## src/rtl/mem_stage.sv

```systemverilog
`default_nettype none
// ============================================================================
// Module   : mem_stage
// Purpose  : Memory-access pipeline stage between execute and writeback.
//            Latches the execute bus, waits for a variable-latency data SRAM
//            load response, aligns/extends the load data, and presents the
//            result to writeback. A response that arrives while writeback is
//            blocked is captured in a one-entry buffer so it is not lost.
// Ports    :
//   clk                  in   clock
//   reset                in   synchronous, active-high reset
//   ws_allowin           in   writeback can accept this cycle
//   ms_allowin           out  this stage can accept from execute
//   es_to_ms_valid       in   execute output valid
//   es_to_ms_bus         in   {ld_type,store_op,load_op,gr_we,dest,alu_result,pc}
//   ms_to_ws_valid       out  output valid to writeback
//   ms_to_ws_bus         out  {gr_we,dest,final_result,pc}
//   ms_to_ds_forward_bus out  {dep_need_stall,forward_enable,dest,result}
//   data_sram_data_ok    in   one-cycle pulse: load data valid
//   data_sram_rdata      in   load response word
// Revision : 1.0 - initial release
// ============================================================================
module mem_stage #(
  parameter int ES_TO_MS_BUS_WD = 75,
  parameter int MS_TO_WS_BUS_WD = 70,
  parameter int MS_TO_DS_BUS_WD = 39
) (
  input  logic                       clk,
  input  logic                       reset,
  input  logic                       ws_allowin,
  output logic                       ms_allowin,
  input  logic                       es_to_ms_valid,
  input  logic [ES_TO_MS_BUS_WD-1:0] es_to_ms_bus,
  output logic                       ms_to_ws_valid,
  output logic [MS_TO_WS_BUS_WD-1:0] ms_to_ws_bus,
  output logic [MS_TO_DS_BUS_WD-1:0] ms_to_ds_forward_bus,
  input  logic                       data_sram_data_ok,
  input  logic [31:0]                data_sram_rdata
);

  // --------------------------------------------------------------------------
  // State encoding
  // --------------------------------------------------------------------------
  localparam logic [1:0] S_IDLE = 2'd0;  // no instruction held
  localparam logic [1:0] S_RUN  = 2'd1;  // non-load, or load data in hand
  localparam logic [1:0] S_WAIT = 2'd2;  // load waiting for its response
  localparam logic [1:0] S_HOLD = 2'd3;  // response buffered, writeback blocked

  localparam logic [2:0] LD_LW  = 3'b000;
  localparam logic [2:0] LD_LB  = 3'b001;
  localparam logic [2:0] LD_LBU = 3'b101;
  localparam logic [2:0] LD_LH  = 3'b010;
  localparam logic [2:0] LD_LHU = 3'b110;

  // --------------------------------------------------------------------------
  // Registers
  // --------------------------------------------------------------------------
  logic [1:0]                 state_q, state_d;
  logic                       ms_valid_q, ms_valid_d;
  logic                       rdata_buf_valid_q, rdata_buf_valid_d;
  logic [31:0]                rdata_buf_q, rdata_buf_d;
  logic [ES_TO_MS_BUS_WD-1:0] es_bus_q, es_bus_d;

  // --------------------------------------------------------------------------
  // Decoded fields of the latched execute bus
  // --------------------------------------------------------------------------
  logic [2:0]  ld_type;
  logic        store_op;
  logic        load_op;
  logic        gr_we;
  logic [4:0]  dest;
  logic [31:0] alu_result;
  logic [31:0] pc;
  logic        es_load_op;
  logic        unused_store_op;

  assign ld_type         = es_bus_q[74:72];
  assign store_op        = es_bus_q[71];
  assign load_op         = es_bus_q[70];
  assign gr_we           = es_bus_q[69];
  assign dest            = es_bus_q[68:64];
  assign alu_result      = es_bus_q[63:32];
  assign pc              = es_bus_q[31:0];
  assign es_load_op      = es_to_ms_bus[70];
  // Stores complete like ALU ops at this stage; the bit is carried but unread.
  assign unused_store_op = store_op;

  // --------------------------------------------------------------------------
  // Handshake / output-control logic
  // --------------------------------------------------------------------------
  logic data_ok_eff;
  logic ms_ready_go;
  logic dep_need_stall;
  logic forward_enable;

  always_comb begin
    // A response only belongs to us while a load is waiting for it; this
    // also drops stray responses after a reset that interrupted a WAIT.
    data_ok_eff    = data_sram_data_ok && (state_q == S_WAIT);
    ms_ready_go    = !load_op || data_ok_eff || rdata_buf_valid_q;
    ms_allowin     = !ms_valid_q || (ms_ready_go && ws_allowin);
    ms_to_ws_valid = ms_valid_q && ms_ready_go;
    dep_need_stall = ms_valid_q && load_op && !ms_ready_go;
    forward_enable = ms_valid_q && gr_we && (dest != 5'd0);
  end

  // --------------------------------------------------------------------------
  // Next-state logic
  // --------------------------------------------------------------------------
  always_comb begin
    state_d           = state_q;
    ms_valid_d        = ms_valid_q;
    rdata_buf_valid_d = rdata_buf_valid_q;
    rdata_buf_d       = rdata_buf_q;
    es_bus_d          = es_bus_q;

    if (ms_allowin) begin
      // Current instruction (if any) leaves; take whatever execute offers.
      // The buffer is never written here, even if a response lands now,
      // because the response is consumed combinationally this cycle.
      ms_valid_d        = es_to_ms_valid;
      es_bus_d          = es_to_ms_bus;
      rdata_buf_valid_d = 1'b0;
      if (es_to_ms_valid) begin
        state_d = es_load_op ? S_WAIT : S_RUN;
      end else begin
        state_d = S_IDLE;
      end
    end else if (data_ok_eff) begin
      // Response arrived but writeback is blocked: keep it for later.
      state_d           = S_HOLD;
      rdata_buf_d       = data_sram_rdata;
      rdata_buf_valid_d = 1'b1;
    end
  end

  // --------------------------------------------------------------------------
  // State registers
  // --------------------------------------------------------------------------
  always_ff @(posedge clk) begin
    if (reset) begin
      state_q           <= S_IDLE;
      ms_valid_q        <= 1'b0;
      rdata_buf_valid_q <= 1'b0;
    end else begin
      state_q           <= state_d;
      ms_valid_q        <= ms_valid_d;
      rdata_buf_valid_q <= rdata_buf_valid_d;
    end
  end

  // Payload registers carry no reset; they are qualified by the valid flags.
  always_ff @(posedge clk) begin
    es_bus_q    <= es_bus_d;
    rdata_buf_q <= rdata_buf_d;
  end

  // --------------------------------------------------------------------------
  // Load data alignment and extension
  // --------------------------------------------------------------------------
  logic [31:0] raw_data;
  logic [1:0]  addr_lo;
  logic [7:0]  byte_sel;
  logic [15:0] half_sel;
  logic [31:0] load_result;
  logic [31:0] final_result;

  always_comb begin
    raw_data = rdata_buf_valid_q ? rdata_buf_q : data_sram_rdata;
    addr_lo  = alu_result[1:0];

    case (addr_lo)
      2'd0:    byte_sel = raw_data[7:0];
      2'd1:    byte_sel = raw_data[15:8];
      2'd2:    byte_sel = raw_data[23:16];
      default: byte_sel = raw_data[31:24];
    endcase

    // Half-word select uses only addr bit 1; misalignment is not trapped here.
    half_sel = addr_lo[1] ? raw_data[31:16] : raw_data[15:0];

    case (ld_type)
      LD_LB:   load_result = {{24{byte_sel[7]}}, byte_sel};
      LD_LBU:  load_result = {24'd0, byte_sel};
      LD_LH:   load_result = {{16{half_sel[15]}}, half_sel};
      LD_LHU:  load_result = {16'd0, half_sel};
      LD_LW:   load_result = raw_data;
      default: load_result = raw_data;
    endcase

    final_result = load_op ? load_result : alu_result;
  end

  // --------------------------------------------------------------------------
  // Output buses
  // --------------------------------------------------------------------------
  assign ms_to_ws_bus         = {gr_we, dest, final_result, pc};
  assign ms_to_ds_forward_bus = {dep_need_stall, forward_enable, dest, final_result};

endmodule
`default_nettype wire

```

## config.mk

```make
export PLATFORM = sky130hd
export DESIGN_NAME = mem_stage
export DESIGN_NICKNAME = d
export VERILOG_FILES = /design/src/rtl/mem_stage.sv
export SDC_FILE = /design/constraint.sdc
export NUM_CORES = 1
export LEC_CHECK = 0
export BUFFER_PORTS_ARGS = -buffer_cell sky130_fd_sc_hd__buf_2
export CORE_ASPECT_RATIO = 0.75
export CORE_MARGIN = 10
export CORE_UTILIZATION = 45
export CTS_CLUSTER_SIZE = 28
export DETAILED_ROUTE_END_ITERATION = 6
export PLACE_DENSITY = 0.8
export SLEW_MARGIN = 0
export SYNTH_ARGS = -nofsm -noshare
export SYNTH_HDL_FRONTEND = slang
export SYNTH_SLANG_ARGS = --single-unit
```

## constraint.sdc

```tcl
create_clock -name clk -period 5.9 [get_ports clk]
set_input_delay 0.295 -clock clk [delete_from_list [all_inputs] [get_ports clk]]
set_output_delay 0.295 -clock clk [all_outputs]
set_load 0.05 [all_outputs]
```

==> flow_summary.ini <==
[timing]
unrepaired_setup_endpoints_after_global_routing = false
timing.clock.skew_ps = 7.080
maxSlewHeadroom_pct = 29.30
finalSetupViolations = 0
min_period_over_period_pct = 62.56
worst_slew_pin_slew_ps = 1053
timing.final.hold_violations = 0
totalNegativeSetupSlack_ps = 0
fmax_mhz = 270.9
timing.final.ws_setup_ps = 2209
final_max_slew_viol_count = 0
period_minus_slack_ps = 3691

[setup_path]
critical_path_peak_fanout = 35
critical_path_required_ps = 5610
crit_path_cell_trace = mux2i_2 -> and3_4 -> a2111oi_4 -> o32a_1 -> buf_2
crit_path_end_kind = output pin
cp_slowest_cell = dfxtp_2
cp_data_arrival_time_ps = 3400
critical-path-max-stage-delay_ps = 1010
worst_setup_path_start_kind = flop
timing.setup.critical_path_class = reg2out

[floorplanning]
core_mm2 = 0.01161
die-width_um = 145.7
dieArea_mm2 = 0.01665
starting_density_of_the_core_pct = 45.92
fp-row-count = 34
io_pins = 223
dieHeight_um = 114.3

[clocking]
clockBufferDepth = 2
clock_tree_from_tritoncts = done
cts_post_setup_buffers_inserted = 0
clkSlewWorstSetupHoldPaths_ps = 80
tritoncts.num_buffers = 9
cts-root-buf = clkbuf_16
ctsHoldBuffers = 0
postCtsResizedCells = 0
numClockSinks = 110
worstSkewPairLatency_ps = 350
cts.htree.levels = 3

[yosys]
yosys_warnings = 0
synth_nets = 511
synth_sequential_area_ratio_pct = 61.19
synthCells = 399
synth_ff_type = edfxtp_1
postSynth.asyncResetShare_pct = 0
synth.ff_latch_count = 110
synthesis.area_mm2 = 0.005333
post_synth.cell_area_avg_um2 = 13.36
yosys.cell_types.count = 47
synth_enable_flop_cells = 106

[layout]
sequential_cell_area_mm2 = 0.003264
post_route_cells_drive_above_1_share_pct = 47.59
commonest_cells_after_routing_fill_and_taps_aside = 221 x buf_2, 106 x edfxtp_1, 27 x nand2_1
most_common_cell_after_layout_fill_and_taps_aside = buf_2
areaGrowthSynthToFinish_pct = 17.71
layout.nets = 647
fillCellCount = 1003
multiInputGateArea_mm2 = 0.001379

[power_and_ir_drop]
combinationalPowerShare_pct = 28.7
total_leakage_power_nw = 2.522
power.net_switching_mw = 0.7747
power.clock.fraction_pct = 27.4
power-per-cell-area_mw_per_mm2 = 336.8
vdd_drop_max_uv = 254.0
pwr-share-seq_pct = 43.9
netSwitchingFraction_pct = 36.64
internal-power_mw = 1.340

[routing]
drt-initial-drc-count = 290
ant_nets = 0
drt-vias-per-instance = 5.207
drt_pass1_iterations = 5
postRouteWirelength_mm = 14.83
drt_drc_violations_left = 0
dr_total_vias = 3676
detail_route.wl_per_cell_um = 21.00

[global_routing]
grt_first_pass_wirelength_mm = 22.27
track_usage_pct = 17.12
vias_in_the_first_global_route = 3959
grt-ovfl-total = 0
grt_antenna_before_repair = 2
pin_count_of_the_biggest_net_entering_global_routing = 72

[placement]
hpwlAfterDp_mm = 11.55
numPortBuffers = 221
post-place-ws_ps = 2562
place_congestion = 0.8864

[hold_path]
hold_path.class = in2reg

[outcome]
outcome = completed

[run]
drv.max_cap_violation_count = 0
synthesized netlist by cell type, drive strengths merged, types with 2 or more instances:
| cell type | number | area [um2] |
|---|---|---|
| edfxtp | 106 | 3183 |
| mux2 | 8 | 90.09 |
| o32a | 17 | 170.2 |
| dfxtp | 4 | 80.08 |
| nand2b | 3 | 18.77 |
| and3b | 2 | 17.52 |
| nand2 | 28 | 105.1 |
| nand3 | 7 | 35.03 |
| a21oi | 15 | 75.07 |
| nor2 | 7 | 26.28 |
| a22o | 7 | 61.31 |
| o22a | 5 | 43.79 |
| a2bb2oi | 2 | 23.77 |
| a211oi | 2 | 15.01 |
| o21ai | 24 | 123.9 |
| buf | 86 | 638.1 |
| o32ai | 2 | 17.52 |
| inv | 2 | 7.510 |
| and3 | 2 | 17.52 |
| clkbuf | 13 | 48.80 |
| and2 | 2 | 12.51 |
| a21o | 3 | 22.52 |
| a2111oi | 2 | 55.05 |
| mux2i | 24 | 244.0 |
| a31oi | 8 | 50.05 |
| nor3 | 2 | 10.01 |
| nor2b | 2 | 12.51 |
through the flow:
stage	std cells	util, %	instance area, um2	hold WS, ps	power [mW]
floorplan	399	-	5333	364.1	1.466
global placement	686	51.54	5986	471.3	1.547
detailed placement	686	51.54	5986	473.1	1.557
CTS	702	53.96	6267	101.1	2.136
global route	702	53.96	6267	96.63	2.195
finish	706	54.05	6277	116.1	2.114
worst max-delay path: cells and delay by family (launching register included):
family                 cells  cell delay, ps
AOI/OAI and AO/OA          2            1170
muxes                      1             270
and+or+nand+nor            1             280
buffers and inverters      1             290
DFF                        1            1010
sequential cells by signal, indices dropped and copies added, names as in the netlist:
register           cells
rdata_buf_valid_q      1
ms_valid_q             1
es_bus_q              74
rdata_buf_q           32
state_q                2
per-layer routing:
metal	share of wire, %	up-vias	wire (um)	global-route usage, %
met3	10	17	1477	7.662
met2	46	198	6767	26.74
met5	0.088	-	13	0
met4	1.1	2	161	4.099
li1	-	1714	-	-
met1	43	1745	6407	21.39
worst paths after layout:
kind	depth (start not counted)	end	slack, ps	start
min	1	es_bus_q[55]$_DFFE_PP_	120	es_to_ms_bus[55]
max	5	ms_to_ws_bus[51]	2210	rdata_buf_valid_q$_SDFFE_PP0P_
min reg2reg	2	state_q[1]$_SDFFE_PP0P_	510	state_q[1]$_SDFFE_PP0P_
max reg2reg	5	es_bus_q[30]$_DFFE_PP_	2900	es_bus_q[70]$_DFFE_PP_
power by group through the flow:
stage	clock (mW)	sequential [mW]	combinational (mW)
detailed placement	0	0.946	0.610
global route	0.624	0.935	0.636
CTS	0.595	0.929	0.612
floorplan	0	0.938	0.528
finish	0.579	0.928	0.607
global placement	0	0.944	0.604
cells by family (layout without fill, tap and decap cells):
logic type	count (synthesis)	count (layout)	share of synthesized area, %
other	0	4	0
xor gates and xnor gates	1	1	0.1643
and+or+nand+nor	59	59	5.326
muxes	33	33	6.687
AOI/OAI and AO/OA	94	94	13.54
DFF	110	110	61.19
buffers and inverters	102	243	13.09
final cells by class:
cell class | instances | share of cell area [%]
diodes | 4 | 0.1595
flip-flops and latches | 110 | 52.00
clock inverters | 6 | 0.8372
repair buffers | 224 | 17.98
clock buffers | 10 | 3.648
inverters | 3 | 0.1794
well taps | 162 | 3.229
multi-input cells | 187 | 21.97
Power figures use the tool's default switching activity.
